===== src/rtl/rs_allocator_pkg.sv =====
// Shared types for the reservation-station allocator: operation, functional-unit
// select, issue broadcast and RS id.
package rs_allocator_pkg;

    localparam int NUM_RS = 8;

    typedef logic [2:0] rs_id_t;

    typedef enum logic [1:0] {
        FU_ALU  = 2'd0,
        FU_BU   = 2'd1,
        FU_LSU  = 2'd2,
        FU_NONE = 2'd3
    } e_functional_unit;

    typedef struct packed {
        logic [7:0]  opcode;
        logic [4:0]  rd;
        logic [4:0]  rs1;
        logic [4:0]  rs2;
        logic [31:0] imm;
    } operation_specification;

    typedef struct packed {
        logic                   valid;
        rs_id_t                 rs_id;
        operation_specification op;
    } issue_bus;

    function automatic logic [3:0] popcount8(input logic [NUM_RS-1:0] v);
        logic [3:0] cnt;
        cnt = '0;
        for (int i = 0; i < NUM_RS; i++) begin
            cnt = cnt + {3'b000, v[i]};
        end
        return cnt;
    endfunction

endpackage


===== src/rtl/rs_lowest_free.sv =====
// Priority encoder: returns the index of the lowest set bit of the free mask.
module rs_lowest_free
    import rs_allocator_pkg::*;
(
    input  logic [NUM_RS-1:0] i_free_mask,
    output rs_id_t            o_id,
    output logic              o_found
);

    // Scan downward so the lowest set bit is the last one written.
    always_comb begin
        o_found = 1'b0;
        o_id    = '0;
        for (int i = NUM_RS - 1; i >= 0; i--) begin
            if (i_free_mask[i]) begin
                o_found = 1'b1;
                o_id    = rs_id_t'(i);
            end
        end
    end

endmodule


===== src/rtl/rs_allocator.sv =====
// Reservation-station allocator: picks the lowest free entry in the target
// unit's partition, tracks busy/occupancy, and broadcasts a registered issue.
module rs_allocator
    import rs_allocator_pkg::*;
#(
    parameter int ALU_SLOTS = 4,
    parameter int BU_SLOTS  = 2,
    parameter int LSU_SLOTS = 2
) (
    input  logic                   i_clk,
    input  logic                   i_rst_n,
    input  logic                   i_in_valid,
    output logic                   o_in_ready,
    input  operation_specification i_in_op,
    input  e_functional_unit       i_in_fu,
    output issue_bus               o_issue,
    input  logic                   i_free_valid,
    input  rs_id_t                 i_free_id,
    input  logic                   i_flush,
    output logic [NUM_RS-1:0]      o_busy_mask,
    output logic [3:0]             o_occupancy,
    output logic                   o_free_err
);

    if (ALU_SLOTS + BU_SLOTS + LSU_SLOTS != NUM_RS) begin : g_bad_partition
        $error("rs_allocator: partition sizes must sum to NUM_RS");
    end

    localparam logic [NUM_RS-1:0] ALU_MASK = NUM_RS'((1 << ALU_SLOTS) - 1);
    localparam logic [NUM_RS-1:0] BU_MASK  = NUM_RS'(((1 << BU_SLOTS) - 1) << ALU_SLOTS);
    localparam logic [NUM_RS-1:0] LSU_MASK = NUM_RS'(((1 << LSU_SLOTS) - 1) << (ALU_SLOTS + BU_SLOTS));

    logic [NUM_RS-1:0] r_busy;
    logic [3:0]        r_occupancy;
    logic              r_free_err;
    issue_bus          r_issue;

    logic [NUM_RS-1:0] w_part_mask;
    logic [NUM_RS-1:0] w_free_mask;
    logic [NUM_RS-1:0] w_busy_next;
    rs_id_t            w_sel_id;
    logic              w_found;
    logic              w_accept;
    logic              w_free_hit;
    logic              w_free_bad;

    always_comb begin
        w_part_mask = '0;
        case (i_in_fu)
            FU_ALU:  w_part_mask = ALU_MASK;
            FU_BU:   w_part_mask = BU_MASK;
            FU_LSU:  w_part_mask = LSU_MASK;
            default: w_part_mask = '0;
        endcase
    end

    assign w_free_mask = ~r_busy & w_part_mask;

    rs_lowest_free u_lowest_free (
        .i_free_mask (w_free_mask),
        .o_id        (w_sel_id),
        .o_found     (w_found)
    );

    assign o_in_ready = w_found & ~i_flush;
    assign w_accept   = i_in_valid & o_in_ready;

    // Flush wins over a concurrent free, including its error detection.
    assign w_free_hit = i_free_valid & ~i_flush &  r_busy[i_free_id];
    assign w_free_bad = i_free_valid & ~i_flush & ~r_busy[i_free_id];

    always_comb begin
        w_busy_next = r_busy;
        if (i_flush) begin
            w_busy_next = '0;
        end else begin
            if (w_free_hit) begin
                w_busy_next[i_free_id] = 1'b0;
            end
            if (w_accept) begin
                w_busy_next[w_sel_id] = 1'b1;
            end
        end
    end

    always_ff @(posedge i_clk or negedge i_rst_n) begin
        if (!i_rst_n) begin
            r_busy      <= '0;
            r_occupancy <= '0;
            r_free_err  <= 1'b0;
            r_issue     <= '0;
        end else begin
            r_busy        <= w_busy_next;
            r_occupancy   <= popcount8(w_busy_next);
            r_issue.valid <= w_accept;
            if (w_free_bad) begin
                r_free_err <= 1'b1;
            end
            if (w_accept) begin
                r_issue.rs_id <= w_sel_id;
                r_issue.op    <= i_in_op;
            end
        end
    end

    assign o_busy_mask = r_busy;
    assign o_occupancy = r_occupancy;
    assign o_free_err  = r_free_err;
    assign o_issue     = r_issue;

endmodule


===== config.mk =====
export PLATFORM = sky130hd
export DESIGN_NAME = rs_allocator
export DESIGN_NICKNAME = d
export VERILOG_FILES = /design/src/rtl/rs_allocator_pkg.sv /design/src/rtl/rs_lowest_free.sv /design/src/rtl/rs_allocator.sv
export SDC_FILE = /design/constraint.sdc
export NUM_CORES = 1
export LEC_CHECK = 0
export CAP_MARGIN = 10
export CORE_ASPECT_RATIO = 1.4
export CORE_MARGIN = 8
export CORE_UTILIZATION = 29
export DETAILED_ROUTE_END_ITERATION = 10
export GPL_ROUTABILITY_DRIVEN = 1
export PLACE_DENSITY = 0.64
export SLEW_MARGIN = 25
export SYNTH_ARGS = -nofsm -noshare
export SYNTH_HDL_FRONTEND = slang
export SYNTH_HIERARCHICAL = 1
export SYNTH_SLANG_ARGS = --single-unit

===== constraint.sdc =====
create_clock -name i_clk -period 5.1 [get_ports i_clk]
set_input_delay 0.765 -clock i_clk [delete_from_list [all_inputs] [get_ports i_clk]]
set_output_delay 0.765 -clock i_clk [all_outputs]
set_load 0.02 [all_outputs]

==> flow_metrics.tcl <==
set metrics [dict create \
    status "completed" \
    holdBufCountCts 0 \
    ys_ff_latch 72 \
    min_period_ns 4.70 \
    maxSlewViolCount 0 \
    cts.sinks 72 \
    fmax_ghz 0.213 \
    antenna_cells 0 \
    fin_nets 560 \
    port_buffers 137 \
    grt_usage 0.131 \
    drt-met1-wl_um 3640 \
    start_kind "primary input" \
    synth_seq_area_share 0.570 \
    irDropWorstVdd_v 0.000190 \
    antenna_found_initial 0 \
    setup_tns_ns 0 \
    cp-end-kind "register" \
    power_density_nw_per_um2 363 \
    dr.pass1.iters 4 \
    cts_buffer_depth 2 \
    ios 138 \
    crit_type "primary input to register" \
    numCtsBuffers 9 \
    grt_max_degree 73 \
    clock_skew_ns 0.00796 \
    cts_root_buffer "clkbuf_16" \
    tightest_slew_ns 0.663 \
    path_clk_slew_ns 0.06 \
    num_rows 45 \
    die_area_um2 14500 \
    worst-path-max-fanout 6 \
    ant_nets 0 \
    finalHoldViolations 0 \
    nFillCells 1037 \
    fin_crit_sh 0.922 \
    yosysWarningCount 6 \
    p_leak_uw 0.00234 \
    max_stage_delay_ns 0.50 \
    drt_wl_total_um 9380 \
    crit_top_cell "fa_1" \
    setup_viol 0 \
    crit_path_cell_trace "clkdlybuf4s50_1 > nand2b_1 > nor2_1 > a21oi_1 > o41ai_1 > buf_4 > nand2b_1 > o31ai_1 > fa_1 > inv_1 > fa_1 > fa_1 > inv_1 > ha_1 > inv_1 > fa_1 > xnor2_1" \
    cts_tree "yes" \
    coreArea_um2 10800 \
    hold_class "primary input to asynchronous set/reset pin" \
    top_layer_used "met4" \
    rsz0062_at_grt "no" \
    gp_congestion 0.848 \
    grt-ovfl-total 0 \
    start_util 0.294 \
    clk_latency_ns 0.32 \
    fin_area_um2 4950 \
    drive_gt1_frac 0.0508 \
    syn_avg_cell_area_um2 9.08 \
    placed_area_um2 4660 \
    avgRoutedWirePerCell_um 14.8 \
    syn_to_final_growth_pct 56.6 \
    die_y_um 140 \
    wl_met3_um 837 \
    place_hpwl_um 6960 \
    syn_nets 420 \
    slew_headroom 0.558 \
    drt_iter0_drc 103 \
    cp.required_ns 5.31 \
    first_global_vias 2990 \
    grt_pass1_wl_um 15300 \
    async_reset_ff_frac 1.00 \
    die_width_um 104 \
    maxCapViolations 0 \
    ys.flop_type "dfrtp_1" \
    syn_inst 348 \
    cp.arrival_ns 4.92 \
    drc 0 \
    htreeDepth 3 \
    cp_slowest_cell "clkdlybuf4s50_1" \
    num_vias 2837 \
    syn_area_um2 3160 \
    via_per_inst 4.48 \
    met2_length_um 4760 \
    synth-edff-count 0 \
    synth_cell_types 36 \
]
-- logic make-up after synthesis --
family / after synthesis / share of synthesized area
flops: 72 / 0.570
simple gates: 213 / 0.279
xor+xnor: 1 / 0.00277
mux: 3 / 0.00950
fa+ha+maj: 7 / 0.0372
compound gates: 26 / 0.0566
buf+inv: 26 / 0.0443
-- routing by layer --
| metal | GRT usage | up-vias |
|---|---|---|
| li1 | - | 1381 |
| met1 | 0.131 | 1352 |
| met2 | 0.229 | 92 |
| met3 | 0.0610 | 12 |
| met4 | 0.0505 | 0 |
| met5 | 0 | - |
-- registers in the layout, indices dropped and copies added, names as in the netlist --
signal	cells
o_occupancy	4
o_issue	59
o_busy_mask	8
o_free_err	1
-- final timing paths --
check	start	end	slack [ns]	cells after the start
worst min-delay path	i_rst_n	o_issue[42]	0.45	1
worst max-delay path	i_in_fu[0]	o_occupancy[2]	0.40	17
max in group asynchronous	i_rst_n	o_busy_mask[6]	4.19	1
min in group i_clk	o_issue[51]	o_issue[51]	0.47	2
worst min register to register	o_issue[51]	o_issue[51]	0.47	2
worst max register to register	o_busy_mask[3]	o_occupancy[2]	0.96	16
-- repair_timing --
| action | 4_1_cts | 5_1_grt |
|---|---|---|
| endpoints found under the setup margin | 0 | 1 |
| buffers inserted | 0 | 0 |
| gates resized for setup | 0 | 1 |
-- area by class of cell --
class / instances / area [um^2] / area share
Multi-Input combinational cell: 250 / 1220 / 0.247
Tap cell: 141 / 176 / 0.0357
Inverter: 11 / 41.3 / 0.00834
Sequential cell: 72 / 1800 / 0.364
Timing Repair Buffer: 144 / 1430 / 0.288
Clock buffer: 12 / 236 / 0.0478
Clock inverter: 3 / 43.8 / 0.00885
-- metrics by stage --
stage / worst slack (ns) / cells / power, uW / hold slack, ns / util
floorplan: 0.748 / 348 / 931 / 0.469 / -
global placement: 0.167 / 618 / 1200 / 0.456 / 0.433
detailed placement: 0.00590 / 618 / 1210 / 0.461 / 0.433
CTS: 0.340 / 633 / 1830 / 0.475 / 0.459
global route: 0.118 / 633 / 1890 / 0.490 / 0.460
finish: 0.396 / 633 / 1800 / 0.451 / 0.460
-- power breakdown --
part / internal (uW) / switching, uW / leakage (uW)
clock: 376 / 227 / 0.000137
combinational: 236 / 259 / 0.00130
sequential: 654 / 45.2 / 0.000907
-- synth_stat cells (all sizes together), types with 2 or more instances --
master,instances,area [um^2]
o21a,2,15.0
nor2,7,26.3
nand2b,5,38.8
buf,14,95.1
ha,3,37.5
o41ai,2,17.5
o21ai,6,30.0
nand2,181,679
nand3,2,10.0
o311ai,3,26.3
dfrtp,72,1800
nor2b,4,25.0
fa,4,80.1
nor3,6,30.0
o211ai,2,15.0
nand3b,2,27.5
a21oi,4,20.0
inv,11,41.3
o31ai,4,30.0
mux2i,3,30.0
nor4,2,18.8
-- worst max-delay path: cells and delay by family --
family	cells	cell delay (ns)
adders and majority gates	5	1.87
buffers and inverters	5	0.88
AOI/OAI and AO/OA	3	0.76
and+or+nand+nor	3	0.50
xor gates and xnor gates	1	0.14
-- placed cells by master (no fill, tap or decap), types with 2 or more instances in the layout --
cell	netlist	final
nand2_1	181	181
mux2i_1	3	3
o21ai_0	6	6
a21oi_1	4	4
o21a_1	2	2
dfrtp_1	72	72
o211ai_1	2	2
nand3_1	2	2
clkdlybuf4s50_1	0	136
buf_4	0	7
nor3_1	6	5
ha_1	3	3
nor2b_1	4	4
nor2_1	7	7
clkbuf_1	1	3
o311ai_0	2	2
inv_1	10	10
fa_1	4	4
o31ai_1	4	4
nand2b_1	4	4
o41ai_1	2	2
clkbuf_16	0	9
No activity file was read; power rests on OpenSTA's default activity.
